$ cat src/rtl/tribus_arb_pkg.sv
// Shared types and default sizing for the tristate bus arbiter.
// States and constants used by tribus_arbiter and rr_pick.
package tribus_arb_pkg;

  typedef enum logic [1:0] {
    IDLE  = 2'd0,
    GRANT = 2'd1,
    TURN  = 2'd2
  } arb_state_e;

  localparam int N_REQ_DEF    = 4;
  localparam int MAX_HOLD_DEF = 8;
  localparam int TURN_CYC_DEF = 1;

endpackage

$ cat src/rtl/rr_pick.sv
// Combinational round-robin picker: first set request at or after ptr.
// Lowest rotational distance from ptr wins.
module rr_pick
  import tribus_arb_pkg::*;
#(
  parameter int N_REQ = N_REQ_DEF
) (
  input  logic [N_REQ-1:0]         req,
  input  logic [$clog2(N_REQ)-1:0] ptr,
  output logic                     valid,
  output logic [$clog2(N_REQ)-1:0] idx
);

  localparam int IW = $clog2(N_REQ);

  always_comb begin
    int j;
    j     = 0;
    valid = 1'b0;
    idx   = '0;
    // Scan farthest-first so the nearest hit overwrites.
    for (int i = N_REQ - 1; i >= 0; i--) begin
      j = int'(ptr) + i;
      if (j >= N_REQ) j = j - N_REQ;
      if (req[IW'(j)]) begin
        valid = 1'b1;
        idx   = IW'(j);
      end
    end
  end

endmodule

$ cat src/rtl/tribus_arbiter.sv
// Round-robin arbiter for tristate bus drivers with hold limit and turnaround.
// Optional bus parking on the last owner: define TRIBUS_ARB_PARK_EN.
module tribus_arbiter
  import tribus_arb_pkg::*;
#(
  parameter int N_REQ    = N_REQ_DEF,
  parameter int MAX_HOLD = MAX_HOLD_DEF,
  parameter int TURN_CYC = TURN_CYC_DEF
) (
  input  logic                     CLK,
  input  logic                     RSTB,
  input  logic [N_REQ-1:0]         REQ,
  output logic [N_REQ-1:0]         ENB,
  output logic                     BUSY,
  output logic [$clog2(N_REQ)-1:0] OWNER
);

  localparam int IW = $clog2(N_REQ);
  localparam int HW = $clog2(MAX_HOLD + 1);

  arb_state_e       state_q, state_d;
  logic [N_REQ-1:0] enb_q, enb_d;
  logic             busy_q, busy_d;
  logic [IW-1:0]    owner_q, owner_d;
  logic [IW-1:0]    ptr_q, ptr_d;
  logic [HW-1:0]    hold_q, hold_d;
  logic [2:0]       turn_q, turn_d;

  logic             win_vld;
  logic [IW-1:0]    win;
  logic [N_REQ-1:0] own_oh, win_oh;
  logic             others, hold_max;

  rr_pick #(.N_REQ(N_REQ)) u_pick (
    .req   (REQ),
    .ptr   (ptr_q),
    .valid (win_vld),
    .idx   (win)
  );

  always_comb begin
    own_oh          = '0;
    own_oh[owner_q] = 1'b1;
    win_oh          = '0;
    win_oh[win]     = 1'b1;
    others          = |(REQ & ~own_oh);
    hold_max        = (hold_q == HW'(MAX_HOLD));
  end

  always_comb begin
    state_d = state_q;
    enb_d   = enb_q;
    busy_d  = busy_q;
    owner_d = owner_q;
    ptr_d   = ptr_q;
    hold_d  = hold_q;
    turn_d  = turn_q;
    unique case (state_q)
      IDLE: begin
        if (win_vld) begin
`ifdef TRIBUS_ARB_PARK_EN
          // Parked owner reclaims the bus without a turnaround.
          if (|enb_q && REQ[owner_q]) begin
            state_d = GRANT;
            busy_d  = 1'b1;
            hold_d  = HW'(1);
          end else if (|enb_q) begin
            state_d = TURN;
            enb_d   = '0;
            turn_d  = 3'(TURN_CYC - 1);
          end else begin
            state_d = GRANT;
            enb_d   = win_oh;
            busy_d  = 1'b1;
            owner_d = win;
            hold_d  = HW'(1);
          end
`else
          state_d = GRANT;
          enb_d   = win_oh;
          busy_d  = 1'b1;
          owner_d = win;
          hold_d  = HW'(1);
`endif
        end
      end
      GRANT: begin
        if (!REQ[owner_q] || (hold_max && others)) begin
          state_d = TURN;
          enb_d   = '0;
          busy_d  = 1'b0;
          ptr_d   = (owner_q == IW'(N_REQ - 1)) ? '0 : owner_q + 1'b1;
          turn_d  = 3'(TURN_CYC - 1);
        end else begin
          hold_d = hold_max ? HW'(1) : hold_q + 1'b1;
        end
      end
      TURN: begin
        if (turn_q != 3'd0) begin
          turn_d = turn_q - 3'd1;
        end else if (win_vld) begin
          state_d = GRANT;
          enb_d   = win_oh;
          busy_d  = 1'b1;
          owner_d = win;
          hold_d  = HW'(1);
        end else begin
          state_d = IDLE;
`ifdef TRIBUS_ARB_PARK_EN
          enb_d   = own_oh;
`endif
        end
      end
      default: begin
        state_d = IDLE;
        enb_d   = '0;
        busy_d  = 1'b0;
      end
    endcase
  end

  always_ff @(posedge CLK) begin
    if (!RSTB) begin
      state_q <= IDLE;
      enb_q   <= '0;
      busy_q  <= 1'b0;
      owner_q <= '0;
      ptr_q   <= '0;
      hold_q  <= '0;
      turn_q  <= '0;
    end else begin
      state_q <= state_d;
      enb_q   <= enb_d;
      busy_q  <= busy_d;
      owner_q <= owner_d;
      ptr_q   <= ptr_d;
      hold_q  <= hold_d;
      turn_q  <= turn_d;
    end
  end

  assign ENB   = enb_q;
  assign BUSY  = busy_q;
  assign OWNER = owner_q;

endmodule

$ cat config.mk
export PLATFORM = sky130hd
export DESIGN_NAME = tribus_arbiter
export DESIGN_NICKNAME = d
export VERILOG_FILES = /design/src/rtl/tribus_arb_pkg.sv /design/src/rtl/rr_pick.sv /design/src/rtl/tribus_arbiter.sv
export SDC_FILE = /design/constraint.sdc
export NUM_CORES = 1
export LEC_CHECK = 0
export CAP_MARGIN = 20
export CORE_MARGIN = 4
export CORE_UTILIZATION = 45
export CTS_CLUSTER_DIAMETER = 150
export CTS_CLUSTER_SIZE = 40
export DETAILED_ROUTE_END_ITERATION = 6
export DONT_BUFFER_PORTS = 1
export SLEW_MARGIN = 20
export SYNTH_ARGS = -nofsm -noshare
export SYNTH_HDL_FRONTEND = slang
export SYNTH_SLANG_ARGS = --single-unit
$ cat constraint.sdc
create_clock -name CLK -period 2.1 [get_ports CLK]
set_input_delay 0.42 -clock CLK [delete_from_list [all_inputs] [get_ports CLK]]
set_output_delay 0.42 -clock CLK [all_outputs]
set_load 0.1 [all_outputs]
==> impl_metrics.sql <==
INSERT INTO impl_metrics (metric_group, metric, value, unit) VALUES
('global_route', 'gr-usage-met2', '27.1', '%'),
('critical_path', 'crit_path_top_delay_cell', 'sky130_fd_sc_hd__dfxtp_4', ''),
('global_route', 'overflow', '0', ''),
('synthesis', 'synth_top_family_by_area', 'simple AND/OR/NAND/NOR gates', ''),
('critical_path', 'cp_max_stage_delay', '410', 'ps'),
('placed_design', 'place.port_buffers', '0', ''),
('cts', 'numCtsBuffers', '3', ''),
('final_layout', 'multi_input_comb_area', '684', 'um2'),
('synthesis', 'ys_seq_elements', '18', ''),
('final_layout', 'area.sequential', '365', 'um2'),
('cts', 'register_clock_pin_slew_on_the_reported_worst_setup_and_hold_paths', '110', 'ps'),
('cts', 'clock_tree.buffer_depth', '2', ''),
('critical_path', 'critPathBufInv', '2', ''),
('routing', 'via_per_inst', '5.53', ''),
('synthesis', 'synth-edff-count', '0', ''),
('final_layout', 'non_filler_instances', '167', ''),
('outcome', 'outcome', 'completed', ''),
('final_layout', 'finalNetCount', '154', ''),
('final_layout', 'layout_common_cells', 'sky130_fd_sc_hd__dfxtp_1 (16), sky130_fd_sc_hd__inv_1 (11), sky130_fd_sc_hd__nor2_1 (11), sky130_fd_sc_hd__buf_4 (11)', ''),
('sta', 'clock.fmax', '503', 'MHz'),
('synthesis', 'synth_compound_gate_area_share', '22.6', '%'),
('global_route', 'grt_pass1_wl', '4100', 'um'),
('critical_path', 'timing.reg2reg.worst_path_depth', '8', ''),
('pwr', 'worst_ir_drop_vdd', '0.394', 'mV'),
('sta', 'period_share', '94.6', '%'),
('critical_path', 'required_time_reported_for_the_critical_path_endpoint', '2300', 'ps'),
('floorplan', 'dieHeight', '57.8', 'um'),
('placed_design', 'dpl-instance-area', '0.00120', 'mm2'),
('min_path', 'whs_endpoint', 'BUSY', ''),
('global_route', 'grt_antenna_before_repair', '0', ''),
('pwr', 'power-per-cell-area', '663', 'mW/mm2'),
('min_path', 'hold_depth', '1', ''),
('final_layout', 'insertedDiodeCount', '0', ''),
('critical_path', 'critical_path.top_delay_family', 'compound AO/OA/AOI/OAI gates', ''),
('cts', 'htreeDepth', '1', ''),
('critical_path', 'chain_of_cells_forming_the_critical_path', 'clkinvlp_4 -> ha_1 -> nand2b_1 -> a41oi_2 -> a211oi_4 -> buf_4 -> and3_1 -> a31o_2', ''),
('synthesis', 'synth.net_count', '143', ''),
('global_route', 'first_global_vias', '945', ''),
('sta', 'hold_viol_final', '0', ''),
('cts', 'numClockSinks', '18', ''),
('floorplan', 'core_region_area', '0.00230', 'mm2'),
('critical_path', 'worst_reg_to_reg_setup_slack', '110', 'ps'),
('routing', 'wl_per_cell', '14.4', 'um'),
('critical_path', 'critPathKind', 'reg -> reg', ''),
('pwr', 'total_power', '0.000830', 'W'),
('min_path', 'min_path_type', 'in -> reg', ''),
('min_path', 'holdCritStartpoint', 'RSTB', ''),
('synthesis', 'post_syn_area', '0.00112', 'mm2'),
('sta', 'finalSetupViolations', '0', ''),
('cts', 'ctsHoldBuffers', '0', ''),
('cts', 'cts_tree', 'built', ''),
('synthesis', 'synth_simple_gate_area_share', '23.2', '%'),
('floorplan', 'start_util', '48.6', '%'),
('critical_path', 'reg2reg_to', 'hold_q[2]', ''),
('global_route', 'grtUsageTotal', '15.5', '%'),
('placed_design', 'placed_cells_incl_taps', '162', ''),
('synthesis', 'post_synth_fa_ha_maj_area_fraction', '8.96', '%'),
('synthesis', 'syn_area_per_cell', '8.66', 'um2'),
('critical_path', 'crit_end_element', 'flip-flop', ''),
('final_layout', 'filler_cell_count', '206', ''),
('synthesis', 'yosys.area_share.xor_xnor', '0.784', '%'),
('global_route', 'grt_max_degree', '14', ''),
('routing', 'wl', '2410', 'um'),
('synthesis', 'synth_seq_area_share', '32.3', '%'),
('routing', 'routed-via-count', '924', ''),
('floorplan', 'design.portCount', '13', ''),
('sta', 'final-max-slew-violation-count', '0', ''),
('sta', 'maxSlewHeadroom', '71.3', '%'),
('synthesis', 'ys_warn_count', '0', ''),
('routing', 'final_antenna_net_count', '0', ''),
('synthesis', 'netlist-cell-type-count', '42', '');
## registers in the layout, indices dropped and copies added (netlist names)
| name | flops |
|---|---|
| ENB | 4 |
| hold_q | 4 |
| turn_q | 3 |
| OWNER | 2 |
| ptr_q | 2 |
| state_q | 2 |
| BUSY | 1 |
## area by class of cell
cell class                 count  share of cell area (%)
multi-input combinational     94                    54.6
sequential                    18                    29.2
timing repair buffer          11                    6.59
inverter                      12                    3.90
clock buffer                   4                    2.90
tap                           28                    2.80
## per-layer routing
metal / vias up / wire, um
li1: 476 / -
met1: 427 / 1090
met2: 19 / 1180
met3: 2 / 128
met4: 0 / 12
met5: - / 0
## per-stage QoR
| stage | util, % | worst slack [ps] | setup TNS, ps |
|---|---|---|---|
| 2_1_floorplan | - | 35.8 | 0 |
| 3_3_place_gp | 52.5 | 191 | 0 |
| 3_5_place_dp | 52.5 | 123 | 0 |
| 4_1_cts | 54.0 | 109 | 0 |
| 5_1_grt | 54.5 | -2.88 | -2.88 |
| 6_report | 54.5 | 113 | 0 |
## cells in the mapped netlist (2+ instances only)
cell type	count	area, um2
sky130_fd_sc_hd__mux2i_1	3	30.0
sky130_fd_sc_hd__o22ai_1	2	12.5
sky130_fd_sc_hd__inv_1	12	45.0
sky130_fd_sc_hd__dfxtp_1	18	360
sky130_fd_sc_hd__a221oi_1	2	17.5
sky130_fd_sc_hd__nor4_1	2	12.5
sky130_fd_sc_hd__mux2_2	3	33.8
sky130_fd_sc_hd__a31oi_1	2	12.5
sky130_fd_sc_hd__nor3_2	2	20.0
sky130_fd_sc_hd__clkbuf_1	3	11.3
sky130_fd_sc_hd__nand2_1	8	30.0
sky130_fd_sc_hd__a21oi_1	7	35.0
sky130_fd_sc_hd__a211oi_1	2	15.0
sky130_fd_sc_hd__ha_1	8	100
sky130_fd_sc_hd__nor2_1	11	41.3
sky130_fd_sc_hd__or3_1	2	12.5
sky130_fd_sc_hd__nand2b_1	7	43.8
sky130_fd_sc_hd__nand3_1	5	25.0
sky130_fd_sc_hd__o21ai_0	4	20.0
sky130_fd_sc_hd__nor3b_1	2	15.0
sky130_fd_sc_hd__nand3b_1	2	15.0
sky130_fd_sc_hd__and3_1	2	12.5
## timing repair
| item | CTS | global route |
|---|---|---|
| setup buffers | 0 | 1 |
| gates resized for setup | 0 | 1 |
| endpoints found under the setup margin | 0 | 5 |
| endpoints found under the hold margin | 0 | 0 |
## worst max-delay path by stage
| stage | endpoint | slack [ps] | from | cells past startpoint |
|---|---|---|---|---|
| after floorplan | ptr_q[1] | 40 | OWNER[1] | 7 |
| after global placement | hold_q[2] | 190 | OWNER[0] | 7 |
| after detailed placement | hold_q[0] | 120 | OWNER[0] | 8 |
| after CTS | hold_q[0] | 110 | OWNER[0] | 8 |
| after global routing | hold_q[2] | -3 | OWNER[0] | 8 |
| final | hold_q[2] | 110 | OWNER[0] | 8 |
## power by group
part	internal (W)	switching, W	total, W
clock network	0.000106	0.000114	0.000219
logic	0.0000754	0.000152	0.000228
registers	0.000361	0.0000218	0.000383
## logic make-up (layout without fill, tap and decap cells)
family	after synthesis	count (layout)
AND/OR/NAND/NOR	47	47
AO/OA/AOI/OAI	32	32
XOR/XNOR	1	1
adder cells (fa/ha/maj)	8	8
buffers and inverters	17	27
multiplexers	6	6
flip-flops	18	18
Note: power is estimated with default switching activity, not from simulation.
